--- config.mk ---
export PLATFORM = sky130hd
export DESIGN_NAME = cla32_pipe_adder
export DESIGN_NICKNAME = d
export VERILOG_FILES = /design/src/rtl/cla32_pipe_adder.sv
export SDC_FILE = /design/constraint.sdc
export NUM_CORES = 1
export LEC_CHECK = 0
export BUFFER_PORTS_ARGS = -buffer_cell sky130_fd_sc_hd__buf_2
export CAP_MARGIN = 20
export CORE_MARGIN = 10
export CORE_UTILIZATION = 54
export CTS_CLUSTER_SIZE = 8
export DETAILED_ROUTE_END_ITERATION = 12
export PLACE_DENSITY = 0.76
export SYNTH_ARGS = -nofsm -noshare
export SYNTH_HDL_FRONTEND = slang
export SYNTH_SLANG_ARGS = --single-unit
--- constraint.sdc ---
create_clock -name clk -period 2.6 [get_ports clk]
set_input_delay 0.52 -clock clk [delete_from_list [all_inputs] [get_ports clk]]
set_output_delay 0.52 -clock clk [all_outputs]
set_load 0.02 [all_outputs]
--- src/rtl/cla32_pipe_adder.sv ---
// rtl/cla32_pipe_adder.sv - two-stage pipelined 32-bit carry-lookahead adder with valid/ready handshake
//
// Purpose:
//   Computes sum = a + b + cin (modulo 2^32), the carry out of bit 31 and the
//   signed overflow flag. The lower half is added in stage 1 and the upper
//   half in stage 2, using one cla16btadder for each half. A valid/ready
//   handshake with full backpressure sits on both sides. The pipeline holds
//   at most two transactions.
//
// Ports:
//   clk        in   1   clock, rising edge
//   rst_n      in   1   asynchronous active-low reset
//   in_valid   in   1   upstream presents an operand set
//   in_ready   out  1   operand set is accepted this cycle
//   a, b       in   32  operands
//   cin        in   1   carry-in
//   out_valid  out  1   sum/cout/ovf hold a valid result
//   out_ready  in   1   downstream takes the result this cycle
//   sum        out  32  registered a+b+cin
//   cout       out  1   registered carry out of bit 31
//   ovf        out  1   registered signed overflow

// 4-bit carry-lookahead block. It also produces the group propagate and
// group generate terms for the next lookahead level.
module cla4_block (
    input  logic [3:0] a_i,
    input  logic [3:0] b_i,
    input  logic       cin_i,
    output logic [3:0] sum_o,
    output logic       pg_o,
    output logic       gg_o
);
    logic [3:0] p;
    logic [3:0] g;
    logic [3:0] c;

    assign p = a_i ^ b_i;
    assign g = a_i & b_i;

    // All internal carries come from the block inputs directly; there is no ripple.
    assign c[0] = cin_i;
    assign c[1] = g[0] | (p[0] & cin_i);
    assign c[2] = g[1] | (p[1] & g[0]) | (p[1] & p[0] & cin_i);
    assign c[3] = g[2] | (p[2] & g[1]) | (p[2] & p[1] & g[0])
                | (p[2] & p[1] & p[0] & cin_i);

    assign sum_o = p ^ c;
    assign pg_o  = &p;
    assign gg_o  = g[3] | (p[3] & g[2]) | (p[3] & p[2] & g[1])
                 | (p[3] & p[2] & p[1] & g[0]);
endmodule

// 16-bit two-level carry-lookahead adder: four 4-bit blocks and a group
// lookahead unit that computes c4, c8, c12 and c16.
module cla16btadder (
    input  logic [15:0] a_i,
    input  logic [15:0] b_i,
    input  logic        cin_i,
    output logic [15:0] sum_o,
    output logic        cout_o
);
    logic [3:0] pg;
    logic [3:0] gg;
    logic [4:0] gc;

    assign gc[0] = cin_i;
    assign gc[1] = gg[0] | (pg[0] & cin_i);
    assign gc[2] = gg[1] | (pg[1] & gg[0]) | (pg[1] & pg[0] & cin_i);
    assign gc[3] = gg[2] | (pg[2] & gg[1]) | (pg[2] & pg[1] & gg[0])
                 | (pg[2] & pg[1] & pg[0] & cin_i);
    assign gc[4] = gg[3] | (pg[3] & gg[2]) | (pg[3] & pg[2] & gg[1])
                 | (pg[3] & pg[2] & pg[1] & gg[0])
                 | (pg[3] & pg[2] & pg[1] & pg[0] & cin_i);

    genvar i;
    generate
        for (i = 0; i < 4; i++) begin : g_blk
            cla4_block u_blk (
                .a_i   (a_i[4*i +: 4]),
                .b_i   (b_i[4*i +: 4]),
                .cin_i (gc[i]),
                .sum_o (sum_o[4*i +: 4]),
                .pg_o  (pg[i]),
                .gg_o  (gg[i])
            );
        end
    endgenerate

    assign cout_o = gc[4];
endmodule

module cla32_pipe_adder (
    input  logic        clk,
    input  logic        rst_n,
    input  logic        in_valid,
    output logic        in_ready,
    input  logic [31:0] a,
    input  logic [31:0] b,
    input  logic        cin,
    output logic        out_valid,
    input  logic        out_ready,
    output logic [31:0] sum,
    output logic        cout,
    output logic        ovf
);
    // Stage 1 registers
    logic        s1_valid_q,  s1_valid_d;
    logic [15:0] s1_sum_lo_q, s1_sum_lo_d;
    logic        s1_c16_q,    s1_c16_d;
    logic [15:0] s1_a_hi_q,   s1_a_hi_d;
    logic [15:0] s1_b_hi_q,   s1_b_hi_d;

    // Stage 2 / output registers
    logic        out_valid_q, out_valid_d;
    logic [31:0] sum_q,       sum_d;
    logic        cout_q,      cout_d;
    logic        ovf_q,       ovf_d;

    logic        s1_advance;
    logic        s2_advance;

    logic [15:0] lo_sum;
    logic        lo_cout;
    logic [15:0] hi_sum;
    logic        hi_cout;

    // Each stage may accept a new entry when it is empty or when its
    // contents move on this cycle. Because of this, in_ready depends only on
    // state and out_ready and never on in_valid.
    assign s2_advance = !out_valid_q || out_ready;
    assign s1_advance = !s1_valid_q || s2_advance;
    assign in_ready   = s1_advance;

    cla16btadder u_lo (
        .a_i    (a[15:0]),
        .b_i    (b[15:0]),
        .cin_i  (cin),
        .sum_o  (lo_sum),
        .cout_o (lo_cout)
    );

    cla16btadder u_hi (
        .a_i    (s1_a_hi_q),
        .b_i    (s1_b_hi_q),
        .cin_i  (s1_c16_q),
        .sum_o  (hi_sum),
        .cout_o (hi_cout)
    );

    // Stage 1 next state. The data registers change only on a real transfer,
    // so an idle stage keeps the last operands instead of capturing bus noise.
    always_comb begin
        s1_valid_d  = s1_valid_q;
        s1_sum_lo_d = s1_sum_lo_q;
        s1_c16_d    = s1_c16_q;
        s1_a_hi_d   = s1_a_hi_q;
        s1_b_hi_d   = s1_b_hi_q;
        if (s1_advance) begin
            s1_valid_d = in_valid;
            if (in_valid) begin
                s1_sum_lo_d = lo_sum;
                s1_c16_d    = lo_cout;
                s1_a_hi_d   = a[31:16];
                s1_b_hi_d   = b[31:16];
            end
        end
    end

    // Stage 2 next state. The outputs are written only when a valid stage-1
    // entry moves forward. A bubble moving into stage 2 clears out_valid but
    // leaves sum/cout/ovf unchanged.
    always_comb begin
        out_valid_d = out_valid_q;
        sum_d       = sum_q;
        cout_d      = cout_q;
        ovf_d       = ovf_q;
        if (s2_advance) begin
            out_valid_d = s1_valid_q;
            if (s1_valid_q) begin
                sum_d  = {hi_sum, s1_sum_lo_q};
                cout_d = hi_cout;
                // Signed overflow: both operands have the same sign and the
                // sign of the result differs from it.
                ovf_d  = (s1_a_hi_q[15] == s1_b_hi_q[15]) &&
                         (hi_sum[15] != s1_a_hi_q[15]);
            end
        end
    end

    always_ff @(posedge clk or negedge rst_n) begin
        if (!rst_n) begin
            s1_valid_q  <= 1'b0;
            s1_sum_lo_q <= 16'h0000;
            s1_c16_q    <= 1'b0;
            s1_a_hi_q   <= 16'h0000;
            s1_b_hi_q   <= 16'h0000;
            out_valid_q <= 1'b0;
            sum_q       <= 32'h0000_0000;
            cout_q      <= 1'b0;
            ovf_q       <= 1'b0;
        end else begin
            s1_valid_q  <= s1_valid_d;
            s1_sum_lo_q <= s1_sum_lo_d;
            s1_c16_q    <= s1_c16_d;
            s1_a_hi_q   <= s1_a_hi_d;
            s1_b_hi_q   <= s1_b_hi_d;
            out_valid_q <= out_valid_d;
            sum_q       <= sum_d;
            cout_q      <= cout_d;
            ovf_q       <= ovf_d;
        end
    end

    assign out_valid = out_valid_q;
    assign sum       = sum_q;
    assign cout      = cout_q;
    assign ovf       = ovf_q;
endmodule

# Word-level counts from Yosys, hierarchy flattened
# Index checks and enable logic that the tools add are counted.
[word_totals]
reg_bits = 85
in_bits = 69
wordCells = 286
[classes]
n_eq_ne = 2
n_bitwise = 260
reduce_logical = 15
[op_table]
columns = ["operator", "n"]
rows = [
  ["AND 1 bit", 144],
  ["OR 1 bit", 92],
  ["bitwise XOR 4 bit", 16],
  ["AND 4 bit", 8],
  ["AND reduction 4 bit", 8],
  ["AND reduction 2 bit", 2],
  ["logical NOT 1 bit", 2],
  ["logical OR 1 bit", 2],
  ["equality test 1 bit", 1],
  ["logical AND 1 bit", 1],
  ["inequality test 1 bit", 1],
]

# Depth between registers and ports, before layout
[depth]
depth_word = 14
depth_mapped = 10

# Hierarchy
# Synthesis repeated with hierarchy kept, for this count alone.
[unflattened]
hier_cells = 371
hier_area_um2 = 4798.4
[by_module_without_submodules]
columns = ["mod", "n_inst", "cells_each", "area_each_um2", "seq_area_each_um2"]
rows = [
  ["cla32_pipe_adder", 1, 185, 3259.4, 2127.0],
  ["cla4_block", 8, 22, 182.7, 0.0],
  ["cla16btadder", 2, 5, 38.8, 0.0],
]

# Least setup slack after synthesis
# Ideal clock, no wire load.
[synth_path]
kind = "input to register"
from = "input a[0]"
to = "register s1_sum_lo_q[12]"
t_arrival_ns = 2.571
required_ns = 2.475
path_slack_ns = -0.096
path_stages = 8
cell_sequence = "ha_1 > a211o_1 > and4bb_4 > nor3_1 > o21bai_1 > a21o_1 > fa_1 > mux2_2"
[synth_via]
elab_chain_cells = 7
word_cells_on_any_way = 11
classes_between = "10 x bitwise; 1 x reduce/logical"
[synth_lines]
columns = ["element", "line", "source"]
rows = [
  ["start, declared", "97", "input logic [31:0] a,"],
  ["AND 4 bit", "38", "assign g = a_i & b_i;"],
  ["AND 1 bit", "50", "| (p[3] & p[2] & p[1] & g[0]);"],
  ["OR 1 bit", "50", ""],
  ["AND 1 bit", "69", "assign gc[3] = gg[2] | (pg[2] & gg[1]) | (pg[2] & pg[1] & gg[0])"],
  ["OR 1 bit", "69", ""],
  ["OR 1 bit (*)", "70", "| (pg[2] & pg[1] & pg[0] & cin_i);"],
  ["bitwise XOR 4 bit (*)", "47", "assign sum_o = p ^ c;"],
  ["named net lo_sum[12]", "122", "logic [15:0] lo_sum;"],
  ["end signal, assigned", "203", "s1_sum_lo_q <= s1_sum_lo_d;"],
  ["end, declared", "108", "logic [15:0] s1_sum_lo_q, s1_sum_lo_d;"],
]
# Mark *: on every way through the listed nets, which the timed path passes. The rest lies on a longest branch.
# A chain may end at the register's enable or synchronous reset.

# Worst setup path after layout
# Same ends and word-level chain as after synthesis.

==> summary.txt <==
Setup path
  – Critical path, cell by cell: buf_2, ha_1, a211o_1, and4bb_4, nor3_4, o21bai_1, a21o_1, fa_1, mux2_2
  – R2R Path End: sum[28]
  – Worst-path fanout max: 3
  – Termination of the worst setup path: s1_sum_lo_q[12]
  – Crit path DAT: 2.67 ns
  – CP Launch Type: input port
  – CP Class: in2reg
  – CP Capture Type: register
  – CP top delay family: adder cells
  – Crit-path max cell delay: 0.42 ns
  – CP required: 2.82 ns
  – Slowest cell on the critical path: fa_1
  – Worst R2R Path Depth: 9
  – WP buf/inv: 1
  – Critical R2R Launch: s1_a_hi_q[1]
  – R2R setup slack: 0.19 ns
  – Crit path launch: a[0]
  – Crit path depth: 9

Drt
  – Via count: 3235
  – Starting DRT DRC Count: 80
  – WL per Instance: 15.8 µm
  – Antenna viol nets, final: 0
  – Final wirelength: 9570 µm
  – Drt drc: 0
  – Vias/cell: 5.36
  – Drt pass-1 iters: 4

Clocking
  – Worst-skew pair later-pin latency: 0.35 ns
  – Htree depth: 3
  – CTS root buffer: clkbuf_8
  – # hold bufs at CTS: 0
  – Clock sinks: 85
  – Setup Fix Bufs, Post-CTS: 0
  – Reg clk slew, reported paths: 0.08 ns
  – CTS tree: built
  – Total CTS buffers: 9
  – Clk buf depth: 2

Global routing
  – Largest net degree at the start of global routing: 55
  – Global-route wire length before repair: 16200 µm
  – Vias in the first global route: 3559
  – Total Routing Usage GR: 15.6%
  – Antenna violations before repair: 1
  – Gr ovfl total: 0

Placement
  – Port Buffers: 104
  – Pre-CTS setup slack: -0.214 ns
  – Gpl congestion: 0.830
  – DP HPWL: 7550 µm

Logic synthesis
  – Yosys warning count: 0
  – Post-Syn Nets: 481
  – Post-synth cell types: 43
  – Syn Area/Cell: 12.0 µm²
  – #FFs+latches synth: 85
  – Cells after Synth: 372
  – Async SR Flop Fraction: 100%
  – Mapped Area: 4450 µm²
  – Post-synthesis sequential area ratio: 47.8%
  – Number of flops mapped to enable cells by yosys: 0
  – Ys flop type: dfrtp_1

STA
  – Unrepaired setup endpoints after global routing: false
  – Worst slew margin: 64.3%
  – Least-Margin Pin Slew: 0.535 ns
  – Fin. Hold Viols: 0
  – Final Setup Violations: 0
  – Setup slack after layout: 0.155 ns
  – Crit share post-route: 94.0%
  – Fmax: 409 MHz
  – Clk_skew: 0.0122 ns
  – Slew Limit Fails: 0
  – Period minus WS final: 2.44 ns

Layout
  – N_diodes: 0
  – Util after Layout: 67.8%
  – Layout cells sized above 1: 41.9%
  – Most common cell after layout, fill and taps aside: buf_2
  – Final layout net count: 603
  – Filler Cell Count: 665
  – Commonest non-fill, non-tap cells in the layout: 103 x buf_2, 85 x dfrtp_1, 55 x mux2_2
  – Area growth syn-to-layout: 23.4%

Die
  – Initial core utilization: 54.9%
  – Die H: 111 µm
  – Die Width: 111 µm
  – I/O pin count: 105
  – Core area: 8090 µm²
  – Die area: 12300 µm²
  – Num rows: 33

Outcome
  – Status: complete, no violations

Pwr
  – Leakage: 2.63 nW
  – VDD IR-drop max: 0.291 mV
  – PD cells: 820 nW/µm²

Flow run
  – MaxCap Viol Count: 0

Min path
  – Hold WC Path Type: in2async
==> report_power, final <==
part	total [W]	internal [W]	switching, W
Sequential	0.00188	0.00167	0.000210
Combinational	0.00172	0.000775	0.000946
Clock	0.000893	0.000449	0.000444
==> routing by layer <==
layer  wire (µm)  vias up  track usage [%]
met5           7        -                0
met4         150        2             5.73
met3         427       19             3.63
met2        4680       89             26.3
met1        4300     1553             19.0
li1            -     1572                -
==> repair_timing <==
action | 4_1_cts | 5_1_grt
endpoints found under the setup margin | 0 | 3
gates resized for setup | 0 | 5
endpoints found under the hold margin | 0 | 0
==> worst reg2reg max path, stage by stage, from the launching register on <==
cell     delay [ns]
dfrtp_1        0.40
ha_1           0.34
o21ai_1        0.13
nor4_2         0.29
nor3_2         0.09
inv_2          0.07
nor2_1         0.05
o31ai_2        0.21
fa_1           0.45
mux2_2         0.26
==> cell usage after synthesis (9+ instances only) <==
cell type,count,share of area (%)
clkbuf_1,9,0.76
o21ai_0,15,1.7
nor3_1,9,1.0
nand2_1,35,3.0
o21ai_1,13,1.5
a21oi_1,12,1.4
dfrtp_1,85,48
ha_1,32,9.0
mux2_2,55,14
inv_1,11,0.93
xnor2_1,12,2.4
==> worst min path at each step <==
| stage | from | endpoint | slack (ns) |
|---|---|---|---|
| after floorplan | rst_n | cout | 0.22 |
| after global placement | s1_sum_lo_q[3] | s1_sum_lo_q[3] | 0.46 |
| after detailed placement | sum[31] | sum[31] | 0.47 |
| after CTS | rst_n | s1_a_hi_q[13] | 0.17 |
| after global routing | rst_n | s1_a_hi_q[13] | 0.19 |
| final | rst_n | s1_a_hi_q[13] | 0.16 |
==> flip-flops by register name, indices dropped and copies added (netlist names) <==
signal and flops:
sum 32, s1_a_hi_q 16, s1_b_hi_q 16, s1_sum_lo_q 16, cout 1, out_valid 1
ovf 1, s1_c16_q 1, s1_valid_q 1
==> through the flow <==
stage               area (µm²)  total power, W  hold WS, ns  instances  setup TNS (ns)
floorplan                 4460         0.00301        0.224        372               0
detailed placement        5250         0.00363        0.468        588          -0.433
global placement          5250         0.00355        0.459        588          -0.262
CTS                       5440         0.00453        0.166        604               0
finish                    5490         0.00450        0.159        604               0
global route              5490         0.00482        0.193        604               0
==> cell type report <==
cell class	instances	area, µm²	area share [%]
timing repair buffer	122	696	12.7
sequential	85	2130	38.8
inverter	12	45.0	0.821
tap	105	131	2.39
multi-input combinational	264	2290	41.8
clock buffer	13	179	3.26
clock inverter	3	17.5	0.319
==> logic make-up (layout without fill, tap and decap cells) <==
| group | count (synthesis) | after routing | synth area share (%) |
|---|---|---|---|
| flops | 85 | 85 | 47.8 |
| mux | 55 | 55 | 13.9 |
| buf+inv | 23 | 150 | 1.94 |
| simple gates | 70 | 70 | 7.71 |
| xor+xnor | 19 | 19 | 3.74 |
| compound gates | 80 | 80 | 12.2 |
| fa+ha+maj | 40 | 40 | 12.6 |
(Power assumes the default switching activity.)
